<file path="src/rtl/scd_shift_sequencer.sv">
// Shift-count / exponent sequencer.
// Loads SC (shift mode) or FE (normalize mode), then issues one AR shift
// step per clock until the count runs out, AR normalizes, the step limit
// is reached or FE would underflow. A one-cycle done_h pulse closes out
// every operation that is not aborted or reset.
module scd_shift_sequencer #(
    parameter int SC_WIDTH  = 10,
    parameter int MAX_SHIFT = 72
) (
    input  logic                clk_scd_h,
    input  logic                mr_reset_h,
    input  logic                start_h,
    input  logic                mode_norm_h,
    input  logic                abort_h,
    input  logic [SC_WIDTH-1:0] sc_in_h,
    input  logic [SC_WIDTH-1:0] fe_in_h,
    input  logic                ar_00_h,
    input  logic                ar_01_h,
    input  logic                ar_zero_h,
    output logic                ready_h,
    output logic                busy_h,
    output logic                shift_left_h,
    output logic                shift_right_h,
    output logic                done_h,
    output logic                zero_h,
    output logic                fxu_h,
    output logic [SC_WIDTH-1:0] sc_h,
    output logic [SC_WIDTH-1:0] fe_h
);

    typedef enum logic [1:0] {
        IDLE  = 2'd0,
        SHIFT = 2'd1,
        NORM  = 2'd2,
        DONE  = 2'd3
    } state_t;

    // Clamp bounds, normalize step limit and the most negative FE value.
    localparam logic signed [SC_WIDTH-1:0] MAX_POS    = SC_WIDTH'(MAX_SHIFT);
    localparam logic signed [SC_WIDTH-1:0] MAX_NEG    = -MAX_POS;
    localparam logic signed [SC_WIDTH-1:0] STEP_LIMIT = SC_WIDTH'(MAX_SHIFT - 1);
    localparam logic signed [SC_WIDTH-1:0] FE_MIN     = {1'b1, {(SC_WIDTH-1){1'b0}}};
    localparam logic signed [SC_WIDTH-1:0] ONE        = {{(SC_WIDTH-1){1'b0}}, 1'b1};

    state_t state, state_next;

    logic signed [SC_WIDTH-1:0] sc_q, sc_next;
    logic signed [SC_WIDTH-1:0] fe_q, fe_next;
    logic signed [SC_WIDTH-1:0] sc_in_s;
    logic signed [SC_WIDTH-1:0] sc_clamped;
    logic                       zero_q, zero_next;
    logic                       fxu_q, fxu_next;
    logic                       norm_step;

    assign sc_in_s = sc_in_h;

    // A normalize step is taken only when none of the terminating conditions hold.
    assign norm_step = ~ar_zero_h
                     & (ar_00_h == ar_01_h)
                     & (sc_q != STEP_LIMIT)
                     & (fe_q != FE_MIN);

    // Saturate the requested shift count to +/-MAX_SHIFT.
    always_comb begin
        sc_clamped = sc_in_s;
        if (sc_in_s > MAX_POS) begin
            sc_clamped = MAX_POS;
        end else if (sc_in_s < MAX_NEG) begin
            sc_clamped = MAX_NEG;
        end
    end

    // State, counter and flag registers; reset clears everything immediately.
    always_ff @(posedge clk_scd_h or posedge mr_reset_h) begin
        if (mr_reset_h) begin
            state  <= IDLE;
            sc_q   <= '0;
            fe_q   <= '0;
            zero_q <= 1'b0;
            fxu_q  <= 1'b0;
        end else begin
            state  <= state_next;
            sc_q   <= sc_next;
            fe_q   <= fe_next;
            zero_q <= zero_next;
            fxu_q  <= fxu_next;
        end
    end

    // Next-state and counter update; abort leaves SC/FE at their partial values.
    always_comb begin
        state_next = state;
        sc_next    = sc_q;
        fe_next    = fe_q;
        zero_next  = zero_q;
        fxu_next   = fxu_q;
        case (state)
            IDLE: begin
                if (start_h) begin
                    zero_next = 1'b0;
                    fxu_next  = 1'b0;
                    if (mode_norm_h) begin
                        fe_next    = fe_in_h;
                        sc_next    = '0;
                        state_next = NORM;
                    end else begin
                        sc_next    = sc_clamped;
                        state_next = SHIFT;
                    end
                end
            end
            SHIFT: begin
                if (abort_h) begin
                    state_next = IDLE;
                end else if (sc_q == '0) begin
                    state_next = DONE;
                end else if (!sc_q[SC_WIDTH-1]) begin
                    sc_next = sc_q - ONE;
                end else begin
                    sc_next = sc_q + ONE;
                end
            end
            NORM: begin
                if (abort_h) begin
                    state_next = IDLE;
                end else if (ar_zero_h) begin
                    zero_next  = 1'b1;
                    fe_next    = '0;
                    state_next = DONE;
                end else if (ar_00_h != ar_01_h) begin
                    state_next = DONE;
                end else if (sc_q == STEP_LIMIT) begin
                    zero_next  = 1'b1;
                    state_next = DONE;
                end else if (fe_q == FE_MIN) begin
                    fxu_next   = 1'b1;
                    state_next = DONE;
                end else begin
                    fe_next = fe_q - ONE;
                    sc_next = sc_q + ONE;
                end
            end
            DONE: begin
                state_next = IDLE;
            end
            default: begin
                state_next = IDLE;
            end
        endcase
    end

    // Status and shift strobes; an abort cycle never shifts.
    always_comb begin
        ready_h       = (state == IDLE);
        busy_h        = (state == SHIFT) || (state == NORM);
        done_h        = (state == DONE);
        shift_left_h  = 1'b0;
        shift_right_h = 1'b0;
        if (state == SHIFT && !abort_h) begin
            shift_left_h  = (sc_q != '0) && !sc_q[SC_WIDTH-1];
            shift_right_h = sc_q[SC_WIDTH-1];
        end else if (state == NORM && !abort_h) begin
            shift_left_h  = norm_step;
        end
    end

    assign zero_h = zero_q;
    assign fxu_h  = fxu_q;
    assign sc_h   = sc_q;
    assign fe_h   = fe_q;

endmodule

</file>
<file path="config.mk">
export PLATFORM = sky130hd
export DESIGN_NAME = scd_shift_sequencer
export DESIGN_NICKNAME = d
export VERILOG_FILES = /design/src/rtl/scd_shift_sequencer.sv
export SDC_FILE = /design/constraint.sdc
export NUM_CORES = 1
export LEC_CHECK = 0
export ABC_AREA = 0
export BUFFER_PORTS_ARGS = -buffer_cell sky130_fd_sc_hd__buf_4
export CORE_UTILIZATION = 49
export DETAILED_ROUTE_END_ITERATION = 7
export GPL_TIMING_DRIVEN = 1
export PLACE_DENSITY = 0.74
export SETUP_SLACK_MARGIN = 0.2
export SLEW_MARGIN = 0
export SYNTH_ARGS = -nofsm -noshare
export SYNTH_HDL_FRONTEND = slang
export SYNTH_SLANG_ARGS = --single-unit
export TNS_END_PERCENT = 20
</file>
<file path="constraint.sdc">
create_clock -name clk_scd_h -period 2.3 [get_ports clk_scd_h]
set_input_delay 0.115 -clock clk_scd_h [delete_from_list [all_inputs] [get_ports clk_scd_h]]
set_output_delay 0.115 -clock clk_scd_h [all_outputs]
set_load 0.02 [all_outputs]
</file>
== After elaboration in Yosys (flattened, before gate mapping) ==
Index checks and enable logic that the tools add are counted.
Widths: inputs -> output; s select.

* Flip-flop bits (word level): 24
* Input port bits: 28
* Output and inout bits: 27
* Word-level logic and storage cells: 101

* $add $sub $neg: 3
* Order comparisons: 2
* Equality and inequality tests: 25
* Muxes and demuxes: 46
* Bitwise operators: 4
* Reduce and logical (&&, ||, !) cells: 16

{| class="wikitable"
|+ Operators with widths
! kind !! count
|-
| $mux 10 || 19
|-
| $pmux 10 s3 || 1
|-
| $ne 2x2->1 const B || 10
|-
| $pmux 10 s2 || 1
|-
| $sub 10x2->10 const B || 2
|-
| $mux 2 || 9
|-
| $ne 3x3->1 const B || 5
|-
| $reduce_and 7->1 || 2
|-
| $mux 1 || 13
|-
| $add 10x2->10 const B || 1
|-
| $eq 10x10->1 const B || 1
|-
| $eq 10x8->1 const B || 1
|-
| $gt 10x8->1 const B || 1
|-
| $logic_not 10->1 || 1
|-
| $lt 10x8->1 const B || 1
|-
| $ne 10x10->1 const B || 1
|-
| $ne 10x8->1 const B || 1
|-
| $reduce_bool 10->1 || 1
|-
| $reduce_and 9->1 || 1
|-
| $pmux 2 s4 || 1
|-
| $ne 6x6->1 const B || 1
|-
| $reduce_and 5->1 || 1
|-
| $eq 2x2->1 const B || 2
|-
| $pmux 1 s2 || 2
|-
| 12 further kinds || 17
|}

== Depth between registers and ports, before layout ==
Gate-level depths: netlist (run 1).

* Depth in word-level cells: 7
* Mapped depth: 9
* Depth with buffers taken out: 7

== Worst setup path after synthesis (run 1) ==
Ideal clock, no wire load.

* Path kind: register to register
* From: register sc_q[0], in the netlist sc_h[0]
* To: register sc_q[3], in the netlist sc_h[3]
* Data arrival time: 2.268 ns
* Setup slack: -0.093 ns
* Cell stages (with the launch flop): 9
* Buffers on the path: 1
* Period minus slack after synthesis: 2.393 ns
* Cells stage by stage: dfrtp_1 inv_1 ha_1 or4b_1 or3_4 o211ai_2 buf_6 nor2_2 mux2_4

* Cells in the longest elaborated chain, start to end: 7

{| class="wikitable"
|+ Ends and longest elaborated chain
! what !! line !! text
|-
| start: declaration || 47 || <nowiki>logic signed [SC_WIDTH-1:0] sc_q, sc_next;</nowiki>
|-
| start signal: assignment || 83 || <nowiki>sc_q <= sc_next;</nowiki>
|-
| $add 10x2->10 || 120, 140 ||
|-
| $mux 10 || 135 || <nowiki>end else if (fe_q == FE_MIN) begin</nowiki>
|-
| $mux 10 || 132 || <nowiki>end else if (sc_q == STEP_LIMIT) begin</nowiki>
|-
| $mux 10 || 130 || <nowiki>end else if (ar_00_h != ar_01_h) begin</nowiki>
|-
| $mux 10 || 126 || <nowiki>end else if (ar_zero_h) begin</nowiki>
|-
| $mux 10 || 124 || <nowiki>if (abort_h) begin</nowiki>
|-
| $pmux 10 s3 || 97 || <nowiki>case (state)</nowiki>
|}

Parallel ways exist; a longest one is shown, timed or not. The select of a mux whose other input is x is not followed.
A chain may end at the register's enable or synchronous reset.

== Worst setup path in the final report (run 1) ==
Ends and elaborated chain as after synthesis.

==> flow_summary.toml, run 1 <==
[outcome]
status = "finished clean"

[setup_path]
critPathLaunchType = "flop"
worstReg2RegStart = "sc_h[0]"
r2r_cells = 7
rrSetupSlack_ns = 0.06
crit_path_end_kind = "flop"
crit_arrival_ns = 2.40
crit_required_ns = 2.47
r2r-end = "sc_h[3]"
worstSetupPathType = "reg2reg"
cp_max_fo = 4

[finish]
final_util_pct = 72.6
area_growth_pct = 38.0
regArea_um2 = 604
nets = 394
antenna_cells = 0
fill_cells = 333
drive_above_1_share_pct = 35.0
multiInputGateArea_um2 = 1520

[yosys]
synth_top_area_share_pct = 27.6
ys_seq_area_share_pct = 27.6
yosysMostFrequentCell = "nor2_1"
ys_warn_count = 0
synth.top_cells.by_count = "27 x nor2_1, 24 x dfrtp_1, 22 x nand2_1, 19 x o21ai_0, 16 x a21oi_1"
synth_edf_count = 0
synth_top_area_cell = "dfrtp_1"
avgSynthCellArea_um2 = 7.81
synthArstFlopShare_pct = 100
synth_area_um2 = 2180
synth-main-ff-cell = "dfrtp_1"
ys_ff_latch = 24
yosysUniqueCellTypes = 62
synth_cells = 279
netlist_top_cells_area = "dfrtp_1 28%, nor2_1 4.7%, ha_1 4.6%, o21ai_0 4.4%, nand2_1 3.8%"
synth.net_count = 315

[routing]
drc = 0
num_vias = 2541
routedWlPerCell_um = 17.3
antenna_left = 0
firstDrtPassIters = 5
wirelength_um = 7040
first_iter_violations = 288
vias_per_cell = 6.24

[global_route]
grt_pass1_wl_um = 10800
grt_pass1_vias = 2217
grt_max_degree = 25
antenna_found_initial = 0
gr-total-overflow = 0
grtUsageTotal_pct = 30.8

[timing]
tightest_slew_ns = 0.538
final_hold_viol_count = 0
fmax_mhz = 447
grt_setup_unrepaired = "yes"
skew_ns = 0.00424
setup_viol = 0
fin_hold_ws_ns = 0.0761
slew_viol_final = 0
period_minus_slack_ns = 2.24
period_share_pct = 97.3
relSlewSlack_pct = 63.6

[hold_path]
hold_path_depth = 3
hold_path_class = "in2reg"
worstHoldStart = "fe_in_h[3]"
min_to = "fe_h[3]"

[floorplanning]
core_um2 = 4140
placementRows = 23
die_y_um = 68.7
start_util_pct = 52.6
dieArea_um2 = 4720
die_width_um = 68.7
pin_count = 55

[power_and_ir_drop]
pwr_density_cell_nw_per_um2 = 1460
vdd_ir_drop_max_mv = 0.931
power.leakage_nw = 1.33

[place]
dpl.hpwl_um = 5270
gp_congestion = 0.963
port_buffers = 54

[clock_tree]
cts_sinks = 24
clk_latency_ns = 0.28
cts_made_buffers = 3
cts_tree = "done"
clkSlewWorstSetupHoldPaths_ns = 0.10
cts.htree.levels = 1
clockBufferDepth = 2
cts-root-buf = "clkbuf_8"

[flow_run]
drv_cap = 0
-- worst max-delay path, cell delays in order (launching register included) --
cell and delay (ns):
dfrtp_2 0.44, inv_4 0.08, ha_4 0.12, or4b_1 0.42, or3_4 0.42, o211ai_4 0.27
nor2_2 0.08, mux2_4 0.30
-- stage by stage --
stage	std cells	setup slack (ns)	setup TNS (ns)	power, mW	instance area, µm²
6_report	407	0.0616	0	4.39	3010
5_1_grt	407	-0.00906	-0.00906	4.66	3010
4_1_cts	403	0.128	0	4.22	2950
3_5_place_dp	396	0.0700	0	3.73	2800
3_3_place_gp	396	0.145	0	3.71	2800
2_1_floorplan	279	0.0483	0	2.71	2210
-- routing by layer --
layer  GRT usage [%]  vias to the layer above  part of all wire (%)
li1                -                     1212                     -
met1            44.9                     1169                    46
met2            44.7                      146                    44
met3            6.58                       14                   8.7
met4            9.11                        0                   1.4
met5               0                        -                     0
-- worst max-delay path by stage --
| stage | start | end | cells past startpoint |
|---|---|---|---|
| final | sc_h[0] | sc_h[3] | 7 |
| after global routing | fe_h[0] | shift_left_h | 9 |
| after CTS | sc_h[0] | state[0] | 7 |
| after detailed placement | fe_h[0] | state[0] | 7 |
| after global placement | state[0] | sc_h[4] | 8 |
| after floorplan | sc_h[0] | sc_h[3] | 8 |
-- repair_timing --
action | 4_1_cts | 5_1_grt
hold buffers | 1 | 0
endpoints found under the hold margin | 24 | 0
gates resized for setup | 12 | 7
buffers inserted | 2 | 4
setup endpoints to repair | 22 | 21
pin swaps | 4 | 4
-- registers in the layout, indices dropped and copies added, names as in the netlist --
register  cells
fxu_h         1
sc_h         10
zero_h        1
state         2
fe_h         10
-- logic make-up (layout without fill, tap and decap cells) --
logic type	count (synthesis)	after routing	share of synthesized area, %
fa+ha+maj	8	8	4.60
flops	24	24	27.6
xor+xnor	3	3	1.21
compound gates	98	98	32.1
buf+inv	32	110	6.55
mux	3	3	1.84
simple gates	111	111	26.2
-- final cells by class --
| class | count | area share, % |
|---|---|---|
| multi-input cells | 223 | 50.6 |
| repair buffers | 90 | 22.8 |
| flip-flops and latches | 24 | 20.1 |
| inverters | 16 | 2.08 |
| well taps | 50 | 2.08 |
| clock buffers | 3 | 1.37 |
| clock inverters | 1 | 0.999 |
-- power breakdown --
part / internal (mW) / switching [mW] / leakage, nW
combinational: 1.39 / 1.77 / 0.991
sequential: 0.606 / 0.231 / 0.303
clock: 0.233 / 0.154 / 0.0357
total: 2.23 / 2.16 / 1.33
-- cells in the final DEF, fill, tap and decap left out, types with 4 or more instances in the layout --
master    synthesis  final
o211ai_1          6      6
or2_2             5      4
buf_4             1     87
inv_1            15     13
a21oi_1          16     16
nand3_1           8      8
nand4_1          11     11
nor2b_1           7      7
ha_1              8      4
o22ai_1           5      4
dfrtp_1          24     21
nor3_1           12     11
nor2_1           27     26
o21ai_0          19     19
nand2_1          22     22
a31oi_1           6      6
(Power assumes the default switching activity.)
==> inputs of run 2 (changes only) <==
--- a/config.mk
+++ b/config.mk
@@ -5,7 +5,7 @@
 export SDC_FILE = /design/constraint.sdc
 export NUM_CORES = 1
 export LEC_CHECK = 0
-export ABC_AREA = 0
+export ABC_AREA = 1
 export BUFFER_PORTS_ARGS = -buffer_cell sky130_fd_sc_hd__buf_4
 export CORE_UTILIZATION = 49
 export DETAILED_ROUTE_END_ITERATION = 7
==> flow_summary.toml, run 2 <==
[outcome]
status = "complete, but fails checks"
violations = "design-rule violations"

[finish]
antenna_cells = 0
nets = 475
layout_commonest_cell = "nand2_1"
final_cell_mix = "115 x nand2_1, 63 x buf_4, 44 x inv_1, 41 x nor2_1, 27 x nand3_1"
fill_cells = 430
drive_above_1_share_pct = 23.5
regArea_um2 = 601
multiInputGateArea_um2 = 1480
area_growth_pct = 24.6

[hold_path]
worstHoldStart = "fe_in_h[9]"
min_to = "fe_h[9]"
hold_path_class = "in2reg"
hold_path_depth = 5

[yosys]
ys_warn_count = 0
yosysUniqueCellTypes = 32
synth.top_cells.by_count = "115 x nand2_1, 44 x inv_1, 41 x nor2_1, 27 x nand3_1, 25 x o21ai_0"
synth_cells = 376
synth_area_um2 = 2340
synth_top_area_cell = "dfrtp_1"
avgSynthCellArea_um2 = 6.21
synthArstFlopShare_pct = 100
yosysMostFrequentCell = "nand2_1"
synth-main-ff-cell = "dfrtp_1"
netlist_top_cells_area = "dfrtp_1 26%, nand2_1 18%, inv_1 7.1%, nor2_1 6.6%, nand3_1 5.8%"
synth.net_count = 412
ys_ff_latch = 24
ys_seq_area_share_pct = 25.7
synth_edf_count = 0
synth_top_area_share_pct = 25.7

[setup_path]
critPathBufInv = 2
crit_path_end_kind = "primary output"
crit_required_ns = 2.18
worstReg2RegStart = "state[0]"
r2r_cells = 11
worstSetupPathType = "reg2out"
crit_arrival_ns = 1.84
crit_chain = "inv_1, ha_1, nand2_1, nor2_2, nand3_2, nand3_1, o21ai_0, buf_4"
cp_max_fo = 4
critPathLaunchType = "flop"
cp_slowest_stage_delay_ns = 0.43
r2r-end = "sc_h[6]"
crit_slowest_cell = "dfrtp_1"
crit_start = "sc_h[0]"
rrSetupSlack_ns = 0.37
path_delay_family = "simple AND/OR/NAND/NOR gates"

[routing]
firstDrtPassIters = 6
antenna_left = 0
met1_length_um = 2670
vias_per_cell = 5.30
dr.max_layer_used = "met4"
routedWlPerCell_um = 12.4
drc = 5
wl_met2_um = 2910
wirelength_um = 6050
first_iter_violations = 174
num_vias = 2595
wl_met3_um = 303

[clock_tree]
cts_sinks = 24
clockBufferDepth = 2
clk_latency_ns = 0.28
clkSlewWorstSetupHoldPaths_ns = 0.10
cts_resized = 0
cts.htree.levels = 1
cts-root-buf = "clkbuf_8"
cts_tree = "done"
cts_made_buffers = 3

[timing]
finalSetupTns_ns = 0
setup_viol = 0
relSlewSlack_pct = 69.8
period_minus_slack_ns = 1.96
tightest_slew_ns = 0.453
period_share_pct = 85.2
slew_viol_final = 0
final_hold_viol_count = 0
skew_ns = 0.00817
fmax_mhz = 510
grt_setup_unrepaired = "yes"

[power_and_ir_drop]
power.leakage_nw = 1.56
vdd_ir_drop_max_mv = 0.495
pwr_density_cell_nw_per_um2 = 1310
p_total_mw = 3.81

[place]
gp_congestion = 0.898
port_buffers = 54
dpl.hpwl_um = 4710

[flow_run]
drv_cap = 0

[global_route]
grt_pass1_vias = 2375
grt_max_degree = 25
gr-total-overflow = 0
grt_pass1_wl_um = 10300
antenna_found_initial = 0
grtUsageTotal_pct = 25.3

[floorplanning]
start_util_pct = 52.2
dieArea_um2 = 5050
pin_count = 55
core_um2 = 4470
placementRows = 24
die_y_um = 71.0
die_width_um = 71.0
run 2: changes by cell type after synthesis, sizes merged, moves of 6 or more:
cell,delta
a31oi,-6
clkbuf,-9
inv,+40
nand2,+97
nand3,+21
nor2,+20
nor2b,-7
nor3,-6
o21ai,+20
xor2,+7
run 2: layout make-up:
type                       count  area share (%)
multi-input combinational    290            50.8
sequential                    24            20.6
inverter                      55            7.18
clock buffer                   4            1.89
tap                           52            2.23
timing repair buffer          65            17.3
run 2: kinds of logic after synthesis:
family,count (synthesis),share of synthesized area [%]
flip-flops,24,25.7
buffers and inverters,62,11.0
AND/OR/NAND/NOR,211,39.3
adder cells (fa/ha/maj),8,4.29
AO/OA/AOI/OAI,60,15.3
XOR/XNOR,11,4.45
run 2: report_power, final:
group | internal (mW) | leakage [nW] | total (mW) | switching (mW)
combinational | 1.03 | 1.22 | 2.67 | 1.64
sequential | 0.594 | 0.309 | 0.833 | 0.240
clock | 0.153 | 0.0288 | 0.307 | 0.153
run 2: worst max-delay path by stage:
| stage | endpoint | cells after the start |
|---|---|---|
| after floorplan | sc_h[0] | 10 |
| after global placement | fe_h[3] | 11 |
| after detailed placement | fe_h[3] | 11 |
| after CTS | fe_h[3] | 11 |
| after global routing | shift_left_h | 8 |
| final | shift_left_h | 8 |
run 2: timing repair:
action,in CTS,in global routing
endpoints found under the hold margin,24,0
endpoints found under the setup margin,0,11
hold buffers,1,0
setup buffers,0,4
run 2: per-layer routing:
| layer | vias up | track usage (%) |
|---|---|---|
| met1 | 1166 | 32.2 |
| met5 | - | 0 |
| met4 | 0 | 9.56 |
| li1 | 1331 | - |
| met3 | 14 | 2.42 |
| met2 | 84 | 44.4 |
run 2: through the flow:
stage / setup slack (ns) / instance area [µm²] / hold WS, ns / std cells / utilization, %
finish: 0.340 / 2910 / 0.129 / 490 / 65.1
global route: 0.190 / 2910 / 0.165 / 490 / 65.1
CTS: 0.263 / 2870 / 0.137 / 486 / 64.1
detailed placement: 0.283 / 2800 / 0.200 / 481 / 62.7
global placement: 0.352 / 2800 / 0.196 / 481 / 62.7
floorplan: 0.484 / 2340 / 0.130 / 376 / -
run 2: tightest hold or removal path, stage by stage:
cell,delay [ns]
buf_4,0.08
nand2_1,0.04
o31ai_1,0.05
nand2_1,0.04
nand2_1,0.05
==> inputs of run 3 (changes only) <==
--- a/config.mk
+++ b/config.mk
@@ -7,10 +7,11 @@
 export LEC_CHECK = 0
 export ABC_AREA = 1
 export BUFFER_PORTS_ARGS = -buffer_cell sky130_fd_sc_hd__buf_4
-export CORE_UTILIZATION = 49
+export CORE_MARGIN = 2
+export CORE_UTILIZATION = 55
 export DETAILED_ROUTE_END_ITERATION = 7
 export GPL_TIMING_DRIVEN = 1
-export PLACE_DENSITY = 0.74
+export PLACE_DENSITY = 0.78
 export SETUP_SLACK_MARGIN = 0.2
 export SLEW_MARGIN = 0
 export SYNTH_ARGS = -nofsm -noshare
==> constraint.sdc (replaced) <==
create_clock -name clk_scd_h -period 2.1 [get_ports clk_scd_h]
set_input_delay 0.105 -clock clk_scd_h [delete_from_list [all_inputs] [get_ports clk_scd_h]]
set_output_delay 0.105 -clock clk_scd_h [all_outputs]
set_load 0.02 [all_outputs]
==> flow_summary.toml, run 3 (synthesis gave the netlist of run 2 again) <==
[outcome]
status = "finished clean"

[floorplanning]
core_um2 = 4060
die_width_um = 69.2
placementRows = 23
start_util_pct = 57.6
pin_count = 55
die_y_um = 69.2
dieArea_um2 = 4780

[global_route]
grt_pass1_wl_um = 10500
grtUsageTotal_pct = 26.2
antenna_found_initial = 0
grt_max_degree = 25
gr-total-overflow = 0
grt_pass1_vias = 2382

[setup_path]
crit_slowest_cell = "dfrtp_1"
worst_path_most_repeated_cell = "inv_2"
cp_slowest_stage_delay_ns = 0.43
crit_required_ns = 2.00
crit_arrival_ns = 1.73
crit_path_end_kind = "primary output"
worstSetupPathType = "reg2out"
crit_chain = "inv_2, ha_4, inv_2, nor3_1, nand4_1, o21ai_0, buf_4"
cp_max_fo = 6
critPathLaunchType = "flop"

[power_and_ir_drop]
pwr_density_cell_nw_per_um2 = 1460
p_seq_share_pct = 21.1
intPower_mw = 2.09
power.leakage_nw = 1.59
power_frac_comb_pct = 72.3
clockPowerShare_pct = 6.5
p_sw_share_pct = 52.8
vdd_ir_drop_max_mv = 0.637
p_sw_mw = 2.33

[place]
placed_cells = 483
dpl.hpwl_um = 4880
gp_congestion = 0.952
port_buffers = 54

[finish]
fill_cells = 348
regArea_um2 = 602
nets = 480
multiInputGateArea_um2 = 1540
layout_commonest_cell = "nand2_1"
antenna_cells = 0
final_cell_mix = "113 x nand2_1, 66 x buf_4, 42 x inv_1, 39 x nor2_1, 27 x nand3_1"
drive_above_1_share_pct = 26.7
instances_no_fill = 492
area_growth_pct = 29.2

[routing]
antenna_left = 0
drc = 0
first_iter_violations = 164
num_vias = 2639
vias_per_cell = 5.36
firstDrtPassIters = 4
wirelength_um = 6420
routedWlPerCell_um = 13.0

[clock_tree]
cts-root-buf = "clkbuf_8"
clkSlewWorstSetupHoldPaths_ns = 0.09
cts_sinks = 24
cts.htree.levels = 1
cts_made_buffers = 3
clk_latency_ns = 0.27
cts_tree = "done"
clockBufferDepth = 2

[timing]
relSlewSlack_pct = 75.6
skew_ns = 0.00671
slew_viol_final = 0
tightest_slew_ns = 0.366
grt_setup_unrepaired = "yes"
fmax_mhz = 545
final_hold_viol_count = 0
finalSetupTns_ns = 0
setup_viol = 0
period_minus_slack_ns = 1.83
period_share_pct = 87.4

[flow_run]
drv_cap = 0

[hold_path]
hold_path_class = "in2reg"
run 3: changes by cell type in the layout (fill, tap and decap cells not counted), sizes merged:
cell | previous run | this run
buf | 64 | 68
run 3: path summary, 6_finish.rpt:
kind,endpoint,cells past startpoint,startpoint,slack [ns]
setup / recovery,shift_left_h,7,state[0],0.27
setup reg to reg,fe_h[4],11,state[0],0.29
max in group asynchronous,state[1],4,mr_reset_h,1.38
hold reg to reg,zero_h,2,zero_h,0.55
hold / removal,fe_h[6],5,fe_in_h[6],0.14
min in group asynchronous,sc_h[1],4,mr_reset_h,0.45
run 3: layout make-up:
class / instances / share of cell area (%)
Inverter: 55 / 6.92
Sequential cell: 24 / 19.9
Clock buffer: 3 / 1.37
Timing Repair Buffer: 70 / 18.7
Tap cell: 50 / 2.07
Multi-Input combinational cell: 290 / 51.0
run 3: metrics by stage:
step	worst slack, ns	hold WS, ns	instance area, µm²	total power [mW]	util, %
after floorplan	0.284	0.120	2340	2.91	-
after global placement	0.281	0.183	2830	3.72	69.8
after detailed placement	0.218	0.186	2830	3.76	69.8
after CTS	0.206	0.138	2890	4.07	71.3
after global routing	0.157	0.164	3020	4.80	74.4
final	0.265	0.138	3020	4.42	74.4
run 3: critical path, delay by kind of cell (launching register included):
| kind | cells | cell delay (ns) |
|---|---|---|
| DFF | 1 | 0.43 |
| adders and majority gates | 1 | 0.18 |
| buffers and inverters | 3 | 0.35 |
| and+or+nand+nor | 2 | 0.33 |
| AOI/OAI and AO/OA | 1 | 0.17 |
run 3: layer usage:
metal | vias to the layer above | track usage, % | wire length, µm
met4 | 0 | 9.80 | 155
met1 | 1199 | 32.1 | 2740
met3 | 14 | 3.78 | 371
li1 | 1333 | - | -
met2 | 93 | 46.4 | 3150
met5 | - | 0 | 0
run 3: timing repair:
item	CTS	global route
hold buffers	1	0
resized for setup	3	16
buffers inserted	0	4
cloned	0	1
endpoints found under the setup margin	10	18
endpoints found under the hold margin	24	0
pin swaps	0	2
run 3: power by group through the flow:
| stage | clock [mW] | sequential (mW) | combinational (mW) |
|---|---|---|---|
| after global routing | 0.310 | 0.960 | 3.53 |
| after floorplan | 0 | 1.05 | 1.85 |
| after detailed placement | 0 | 0.927 | 2.83 |
| after global placement | 0 | 0.919 | 2.80 |
| after CTS | 0.289 | 0.923 | 2.86 |
| final | 0.289 | 0.933 | 3.20 |
